## src/rtl/bus_arb_pkg.sv

```systemverilog
// rtl/bus_arb_pkg.sv - shared state type, requester indices and id sizing for the bus arbiter
package bus_arb_pkg;

  typedef enum logic [1:0] {
    IDLE,
    OWNED,
    TURNAROUND
  } arb_state_t;

  localparam int REQ_CTRL = 0;
  localparam int REQ_IO   = 1;
  localparam int REQ_DBG  = 2;

  function automatic int id_width(input int n);
    return (n <= 2) ? 1 : $clog2(n);
  endfunction

endpackage

```

## src/rtl/bus_arbiter_if.sv

```systemverilog
// rtl/bus_arbiter_if.sv - request/grant bundle between bus masters and the arbiter
interface bus_arbiter_if #(
  parameter int NUM_REQ = 4
);
  import bus_arb_pkg::*;

  localparam int ID_W = id_width(NUM_REQ);

  logic               enabled;
  logic [NUM_REQ-1:0] req;
  logic [NUM_REQ-1:0] lock;
  logic [NUM_REQ-1:0] done;
  logic [NUM_REQ-1:0] grant;
  logic               bus_busy;
  logic [ID_W-1:0]    owner_id;
  logic               timeout_err;
  logic [ID_W-1:0]    timeout_id;

  modport master (
    output enabled, req, lock, done,
    input  grant, bus_busy, owner_id, timeout_err, timeout_id
  );

  modport slave (
    input  enabled, req, lock, done,
    output grant, bus_busy, owner_id, timeout_err, timeout_id
  );

endinterface

```

## src/rtl/rr_picker.sv

```systemverilog
// rtl/rr_picker.sv - circular priority encoder with optional fixed priority for the control unit
module rr_picker
  import bus_arb_pkg::*;
#(
  parameter int NUM_REQ = 4,
  localparam int ID_W = id_width(NUM_REQ)
) (
  input  logic [NUM_REQ-1:0] req,
  input  logic [ID_W-1:0]    rr_ptr,
  input  logic               prio_en,
  output logic               valid,
  output logic [ID_W-1:0]    winner
);

  logic [ID_W-1:0] idx;

  always_comb begin
    valid  = 1'b0;
    winner = '0;
    idx    = '0;
    if (prio_en && req[REQ_CTRL]) begin
      valid  = 1'b1;
      winner = ID_W'(REQ_CTRL);
    end else begin
      // the search starts one past the last winner, so rr_ptr itself is tried last
      for (int i = 1; i <= NUM_REQ; i++) begin
        idx = ID_W'((int'(rr_ptr) + i) % NUM_REQ);
        if (!valid && req[idx]) begin
          valid  = 1'b1;
          winner = idx;
        end
      end
    end
  end

endmodule

```

## src/rtl/bus_arbiter.sv

```systemverilog
// rtl/bus_arbiter.sv - single-owner bus arbiter with turnaround gap and hold timeout
module bus_arbiter
  import bus_arb_pkg::*;
#(
  parameter int NUM_REQ       = 4,
  parameter int MAX_HOLD      = 8,
  parameter bit CTRL_PRIORITY = 1'b1
) (
  input  logic          ctrl_clk,
  input  logic          reset,
  bus_arbiter_if.slave  bus
);

  localparam int         ID_W       = id_width(NUM_REQ);
  localparam logic [7:0] HOLD_LIMIT = 8'(MAX_HOLD);

  arb_state_t      state;
  logic [7:0]      hold_cnt;
  logic [ID_W-1:0] rr_ptr;
  logic [ID_W-1:0] pick_id;
  logic            pick_valid;
  logic            owner_done;
  logic            owner_drop;
  logic            owner_expire;

  rr_picker #(.NUM_REQ(NUM_REQ)) u_picker (
    .req    (bus.req),
    .rr_ptr (rr_ptr),
    .prio_en(CTRL_PRIORITY),
    .valid  (pick_valid),
    .winner (pick_id)
  );

  assign owner_done   = bus.done[bus.owner_id];
  assign owner_drop   = !bus.req[bus.owner_id];
  assign owner_expire = (hold_cnt >= HOLD_LIMIT) && !bus.lock[bus.owner_id];

  // hold_cnt counts grant cycles including the current one, so it is 1 on the first owned cycle
  always_ff @(posedge ctrl_clk or negedge reset) begin
    if (!reset) begin
      state           <= IDLE;
      hold_cnt        <= '0;
      rr_ptr          <= ID_W'(NUM_REQ - 1);
      bus.grant       <= '0;
      bus.bus_busy    <= 1'b0;
      bus.owner_id    <= '0;
      bus.timeout_err <= 1'b0;
      bus.timeout_id  <= '0;
    end else begin
      bus.timeout_err <= 1'b0;
      case (state)
        IDLE, TURNAROUND: begin
          if (bus.enabled && pick_valid) begin
            state        <= OWNED;
            hold_cnt     <= 8'd1;
            rr_ptr       <= pick_id;
            bus.grant    <= NUM_REQ'(1) << pick_id;
            bus.bus_busy <= 1'b1;
            bus.owner_id <= pick_id;
          end else begin
            state <= IDLE;
          end
        end
        OWNED: begin
          if (owner_done || owner_drop || owner_expire) begin
            state        <= TURNAROUND;
            bus.grant    <= '0;
            bus.bus_busy <= 1'b0;
            // a voluntary release in the same cycle wins over the forced one
            if (!owner_done && !owner_drop) begin
              bus.timeout_err <= 1'b1;
              bus.timeout_id  <= bus.owner_id;
            end
          end else if (hold_cnt < HOLD_LIMIT) begin
            hold_cnt <= hold_cnt + 8'd1;
          end
        end
        default: state <= IDLE;
      endcase
    end
  end

endmodule

```

## src/flat_wrapper.sv

```systemverilog
// flat-port wrapper written by rule: the top's interface ports become plain ports
module bus_arbiter_flat import bus_arb_pkg::*;
#(
  parameter int NUM_REQ       = 4,
  parameter int MAX_HOLD      = 8,
  parameter bit CTRL_PRIORITY = 1'b1
)
  (ctrl_clk, reset, bus_enabled, bus_req, bus_lock, bus_done, bus_grant, bus_bus_busy, bus_owner_id, bus_timeout_err, bus_timeout_id);
  bus_arbiter_if #(.NUM_REQ(NUM_REQ)) bus_i ();
  input  logic ctrl_clk;
  input  logic reset;
  input wire logic [$bits(bus_i.enabled)-1:0] bus_enabled;
  input wire logic [$bits(bus_i.req)-1:0] bus_req;
  input wire logic [$bits(bus_i.lock)-1:0] bus_lock;
  input wire logic [$bits(bus_i.done)-1:0] bus_done;
  output wire logic [$bits(bus_i.grant)-1:0] bus_grant;
  output wire logic [$bits(bus_i.bus_busy)-1:0] bus_bus_busy;
  output wire logic [$bits(bus_i.owner_id)-1:0] bus_owner_id;
  output wire logic [$bits(bus_i.timeout_err)-1:0] bus_timeout_err;
  output wire logic [$bits(bus_i.timeout_id)-1:0] bus_timeout_id;
  assign bus_i.enabled = bus_enabled;
  assign bus_i.req = bus_req;
  assign bus_i.lock = bus_lock;
  assign bus_i.done = bus_done;
  assign bus_grant = bus_i.grant;
  assign bus_bus_busy = bus_i.bus_busy;
  assign bus_owner_id = bus_i.owner_id;
  assign bus_timeout_err = bus_i.timeout_err;
  assign bus_timeout_id = bus_i.timeout_id;
  bus_arbiter #(.NUM_REQ(NUM_REQ), .MAX_HOLD(MAX_HOLD), .CTRL_PRIORITY(CTRL_PRIORITY)) u_core (.ctrl_clk(ctrl_clk), .reset(reset), .bus(bus_i));
endmodule
```

## config.mk

```make
export PLATFORM = sky130hd
export DESIGN_NAME = bus_arbiter_flat
export DESIGN_NICKNAME = d
export VERILOG_FILES = /design/src/rtl/bus_arb_pkg.sv /design/src/rtl/bus_arbiter_if.sv /design/src/rtl/rr_picker.sv /design/src/rtl/bus_arbiter.sv /design/src/flat_wrapper.sv
export SDC_FILE = /design/constraint.sdc
export NUM_CORES = 1
export LEC_CHECK = 0
export CORE_MARGIN = 2
export CORE_UTILIZATION = 54
export DETAILED_ROUTE_END_ITERATION = 8
export DONT_BUFFER_PORTS = 1
export PLACE_DENSITY = 0.79
export SETUP_SLACK_MARGIN = 0.1
export SLEW_MARGIN = 20
export SYNTH_ARGS = -nofsm -noshare
export SYNTH_HDL_FRONTEND = slang
export SYNTH_SLANG_ARGS = --single-unit
```

## constraint.sdc

```tcl
create_clock -name ctrl_clk -period 3.8 [get_ports ctrl_clk]
set_clock_uncertainty 0.1 [all_clocks]
set_input_delay 0.19 -clock ctrl_clk [delete_from_list [all_inputs] [get_ports ctrl_clk]]
set_output_delay 0.19 -clock ctrl_clk [all_outputs]
set_load 0.005 [all_outputs]
```

Yosys cells after proc, flatten, opt, wreduce, memory -nomap -nowiden. Index checks and enable logic that the tools add are counted.

Output and inout port bits: 10. Logic and storage cells: 91. Register bits: 22.

$add $sub $neg: 5. Shift-type cells: 1. Reduce and logical (&&, ||, !) cells: 21. Eq/ne operators: 6. Multiplexer cells: 43. Magnitude comparators: 7.

Operator list (number): 8-bit two-way mux (3); 1-bit two-way mux (21); 8-bit case mux with 2 select lines (1); 2-bit by 3-bit < comparator with 1-bit output, second input constant (5); 1-bit binary-select mux with 2-bit select (7); 2-bit two-way mux (6); 8-bit by 1-bit adder with 8-bit output, second input constant (1); 8-bit by 4-bit >= comparator with 1-bit output, second input constant (1); 8-bit by 4-bit < comparator with 1-bit output, second input constant (1); 4-bit two-way mux (2); 4-bit case mux with 2 select lines (1); 1-bit logical AND (6); 1-bit logical NOT (6); 2-bit by 1-bit != test with 1-bit output, second input constant (3); 3-bit AND reduction (2); 2-bit by 1-bit adder with 2-bit output, second input constant (2); 2-bit adder, second input constant (2); 2-bit case mux with 2 select lines (1); 4-bit AND reduction (1); 1-bit by 2-bit << shifter with 4-bit output, first input constant (1); 2-bit by 1-bit == test with 1-bit output, second input constant (1); 2-bit == test, second input constant (1); 2-bit logical NOT (1); 1-bit logical OR (2); 5 further kinds (5).

Logic depth before layout (Yosys ltp).
Depth in word-level cells: 20. Depth in mapped cells: 5.

Hierarchy. A second synthesis with hierarchy kept.

Cell total of the unflattened synthesis: 121. Area, all modules: 1216.2 sq um.

Modules (own cells, without submodules): bus_arbiter (instances 1, area each 982.2 sq um, seq. area each 553.0 sq um, cells each 89); rr_picker (instances 1, area each 234.0 sq um, seq. area each 0.0 sq um, cells each 32).

Least setup slack after synthesis. OpenSTA, ideal clock, no wires.

Path type: reg-to-reg. Start point: register u_core.bus.owner_id[0]. End point: register u_core.bus.timeout_id[0]. Stages on the path, launching flop included: 5. Data required time: 3.575 ns. Library setup time: 0.125 ns. Path slack: 2.075 ns. Arrival time: 1.500 ns. Cell sequence: dfrtp_1 -> mux4_2 -> a21oi_2 -> nand3_2 -> mux2_4.

Word-level cells in the longest chain between the ends: 6.

Ends and longest elaborated chain: start, declared (line bus_arbiter_if.sv:26) `output grant, bus_busy, owner_id, timeout_err, timeout_id`; start signal, assigned (line bus_arbiter.sv:59) `bus.owner_id <= pick_id;`; 1-bit binary-select mux with 2-bit select (on tied branches) (line bus_arbiter.sv:35, bus_arbiter.sv:36); 1-bit two-way mux (on tied branches) (line bus_arbiter.sv:35, bus_arbiter.sv:36); 1-bit logical NOT (on tied branches) (line bus_arbiter.sv:35, bus_arbiter.sv:36); 1-bit logical OR or 1-bit logical AND (tied branches) (line bus_arbiter.sv:65, bus_arbiter.sv:36); 1-bit logical OR (line bus_arbiter.sv:65) `if (owner_done || owner_drop || owner_expire) begin`; 3-bit AND reduction (no source line); end signal, assigned (line bus_arbiter.sv:72) `bus.timeout_id <= bus.owner_id;`; end, declared (line bus_arbiter_if.sv:26).

Several ways; a longest one is shown, not always the timed one. The select of a mux whose other input is x is not followed. A chain may end at the register's enable or synchronous reset.

Worst setup path in the final report.
Start point: register u_core.rr_ptr[1]. End point: register u_core.rr_ptr[1].

Word-level cells in the longest chain between the ends: 19.

Ends and longest elaborated chain: start, declared (line bus_arbiter.sv:19) `logic [ID_W-1:0] rr_ptr;`; start signal, assigned (line bus_arbiter.sv:43) `rr_ptr <= ID_W'(NUM_REQ - 1);`; start signal, assigned (line bus_arbiter.sv:56) `rr_ptr <= pick_id;`; 2-bit by 1-bit adder with 2-bit output (line rr_picker.sv:27) `idx = ID_W'((int'(rr_ptr) + i) % NUM_REQ);`; 1-bit binary-select mux with 2-bit select (line rr_picker.sv:28) `if (!valid && req[idx]) begin`; 1-bit two-way mux (not written as such) (line rr_picker.sv:28); 1-bit two-way mux (line rr_picker.sv:28); 1-bit two-way mux (line rr_picker.sv:21) `if (prio_en && req[REQ_CTRL]) begin`; 1-bit logical NOT (line rr_picker.sv:28); 1-bit logical AND (line rr_picker.sv:28); 1-bit two-way mux (line rr_picker.sv:28); (+3 left out); 1-bit two-way mux (line rr_picker.sv:28); 1-bit two-way mux (line rr_picker.sv:21); 1-bit logical NOT (line rr_picker.sv:28); 1-bit logical AND (line rr_picker.sv:28); 1-bit two-way mux (line rr_picker.sv:28); 1-bit two-way mux (line rr_picker.sv:21); 1-bit logical AND (line bus_arbiter.sv:53) `if (bus.enabled && pick_valid) begin`; 2-bit AND reduction (no source line).

Several ways; a longest one is shown, not always the timed one. The select of a mux whose other input is x is not followed.

==> reports/results.ini <==
[critical_path]
rr_worst_depth = 5
r2r_end = u_core.rr_ptr[1]$_DFFE_PN1P_
worstPathArrival_ns = 2.18
critPathMaxFanout = 6
critPathRequiredTime_ns = 3.96
reg2reg_slack_ns = 1.78
r2r-start = u_core.rr_ptr[1]$_DFFE_PN1P_
crit_path_start_kind = register
crit_path_start = u_core.rr_ptr[1]$_DFFE_PN1P_
end_kind = register
crit_type = reg -> reg

[cells_and_area]
nNetsFinal = 129
stdcell_area_um2 = 1212
filler_cell_count = 156
final_layout_size_suffix_gt1_share_pct = 14.41
final_common_cell = dfrtp_1
final_cell_mix = 20 x dfrtp_1, 16 x nand2_1, 8 x nor2_1
n_antenna_cell = 0
areaGrowthSynthToFinish_pct = 11.64

[pwr]
p_leak_uw = 0.0005737
worst_ir_drop_vdd_uv = 267.2
power.density_nw_per_um2 = 482.8

[placement]
place_congestion = 0.8844
dp_hpwl_um = 1473
place_area_um2 = 1116
io_buffers = 0

[drt]
wirelength_um = 2075
drc = 0
routed_via_density = 5.580
first_pass_iters = 4
drt_iter0_drc = 32
vias = 770
wire_per_inst_um = 15.04
antenna_left = 0

[floorplan]
die_h_um = 48.85
coreArea_um2 = 1922
start_util_pct = 56.51
num_io_pins = 25
die_w_um = 48.85
dieArea_um2 = 2386
num_rows = 16

[clock_network]
cts-buffers-inserted = 3
worstSkewPairLatency_ns = 0.31
cts_resized = 0
cts_tree = built
htreeDepth = 1
clkSinkCount = 22
clk_pin_slew_ns = 0.12
clockRootBuffer = clkbuf_4
clockBufferDepth = 2

[synthesis]
syn_area_um2 = 1086
synth_seq_area_share_pct = 50.92
synth-warning-count = 0
synth-seq-cells = 22
yosys.area.top_type = dfrtp_1
ys_top_cells_by_area = dfrtp_1 46%, nand2_1 5.5%, dfstp_2 4.8%
syn_inst = 102
yosysUniqueCellTypes = 29
synth_top_area_share_pct = 46.08
synthesis.nets = 119
postSynthAreaPerCell_um2 = 10.65

[grt]
grt_pass1_vias = 776
grt_start_max_net_pins = 23
antenna_found_initial = 0
gr-usage-all-layers_pct = 20.19
grt_pass1_wl_um = 3684
overflow = 0

[timing]
slew_violations = 0
tns_ns = 0
setup_viol = 0
maxSlewHeadroom_pct = 36.98
fin_crit_ns = 2.017
fin_crit_sh_pct = 53.07
fmax_mhz = 495.9
worst_pin_slew_ns = 0.9421
rsz0062_at_grt = no
finalHoldViolCount = 0

[outcome]
outcome = completed

[flow_run]
cap_violations = 0

[hold_path]
hp-start = bus_req[1]
min_path_cells = 3
hold_path_class = in -> reg
whs_endpoint = u_core.bus.grant[2]$_DFFE_PN0P_

cell families (layout without fill, tap and decap cells):
group	count (synthesis)	count (layout)	share of synthesized area, %
buffers and inverters	6	15	2.074
DFF	22	22	50.92
adders and majority gates	2	2	2.304
AOI/OAI and AO/OA	16	16	10.94
muxes	7	7	10.14
and+or+nand+nor	49	49	23.62
cell type report:
class | instances | area [um^2] | share of cell area (%)
tap | 27 | 33.78 | 2.786
clock buffer | 4 | 36.28 | 2.993
multi-input combinational | 74 | 510.5 | 42.11
timing repair buffer | 6 | 60.06 | 4.954
inverter | 5 | 18.77 | 1.548
sequential | 22 | 553.0 | 45.61
cells in the mapped netlist:
cell,count
a2111o_1,1
a21boi_4,1
a21o_1,2
a21oi_1,4
a21oi_2,1
a311oi_1,1
and2_1,4
and2b_2,1
clkbuf_1,1
dfrtp_1,20
dfstp_2,2
ha_1,2
inv_1,5
mux2_4,3
mux2i_1,2
mux4_2,2
nand2_1,16
nand2b_1,4
nand3_1,2
nand3_2,2
nand3b_1,1
nand4_1,2
nor2_1,8
nor2b_1,7
nor3b_1,1
nor4_1,1
o2111ai_1,1
o21ai_0,3
o22ai_1,2
critical path, stage by stage, from the launching register on:
cell           delay (ns)
dfstp_2              0.59
nand3b_1             0.10
a311oi_1             0.40
dlygate4sd3_1        0.62
nand2_1              0.07
nand2_1              0.09
registers in the layout (all words and copies together) (netlist names):
name	count
u_core.bus.grant	4
u_core.state	2
u_core.bus.owner_id	2
u_core.hold_cnt	8
u_core.bus.timeout_id	2
u_core.bus.bus_busy	1
u_core.bus.timeout_err	1
u_core.rr_ptr	2
worst max-delay path by stage:
stage | end | slack (ns) | depth (start not counted)
6_report | u_core.rr_ptr[1]$_DFFE_PN1P_ | 1.78 | 5
5_1_grt | u_core.rr_ptr[1]$_DFFE_PN1P_ | 1.67 | 5
4_1_cts | u_core.rr_ptr[1]$_DFFE_PN1P_ | 1.85 | 5
3_5_place_dp | u_core.bus.timeout_id[0]$_DFFE_PN0P_ | 1.96 | 4
3_3_place_gp | u_core.bus.grant[0]$_DFFE_PN0P_ | 2.00 | 4
2_1_floorplan | u_core.bus.timeout_id[0]$_DFFE_PN0P_ | 2.08 | 4
stage by stage:
| stage | instances | setup WS (ns) | power (uW) | hold slack (ns) | utilization [%] |
|---|---|---|---|---|---|
| final | 138 | 1.783 | 585.4 | 0.03478 | 63.09 |
| after global routing | 138 | 1.666 | 621.0 | 0.06498 | 63.09 |
| after CTS | 138 | 1.855 | 589.0 | 0.01848 | 63.09 |
| after detailed placement | 128 | 1.959 | 450.4 | -0.2050 | 58.07 |
| after global placement | 128 | 2.003 | 443.3 | -0.2051 | 58.07 |
| after floorplan | 102 | 2.075 | 421.4 | -0.2056 | - |
where the power goes:
part,internal (uW),switching [uW]
logic,66.2,71.7
clock network,58.5,68.9
registers,278,42.1
metal layers:
layer	share of wire [%]	vias up	track usage [%]	wire length, um
li1	-	370	-	-
met1	44	360	24.33	916
met2	45	33	33.33	944
met3	7.9	7	5.215	163
met4	2.5	0	10.48	51
met5	0	-	0	0
what timing repair did:
item | in CTS | in global routing
buffers inserted | 0 | 0
hold endpoints to repair | 29 | 0
hold buffers | 6 | 0
(Power assumes the default switching activity.)
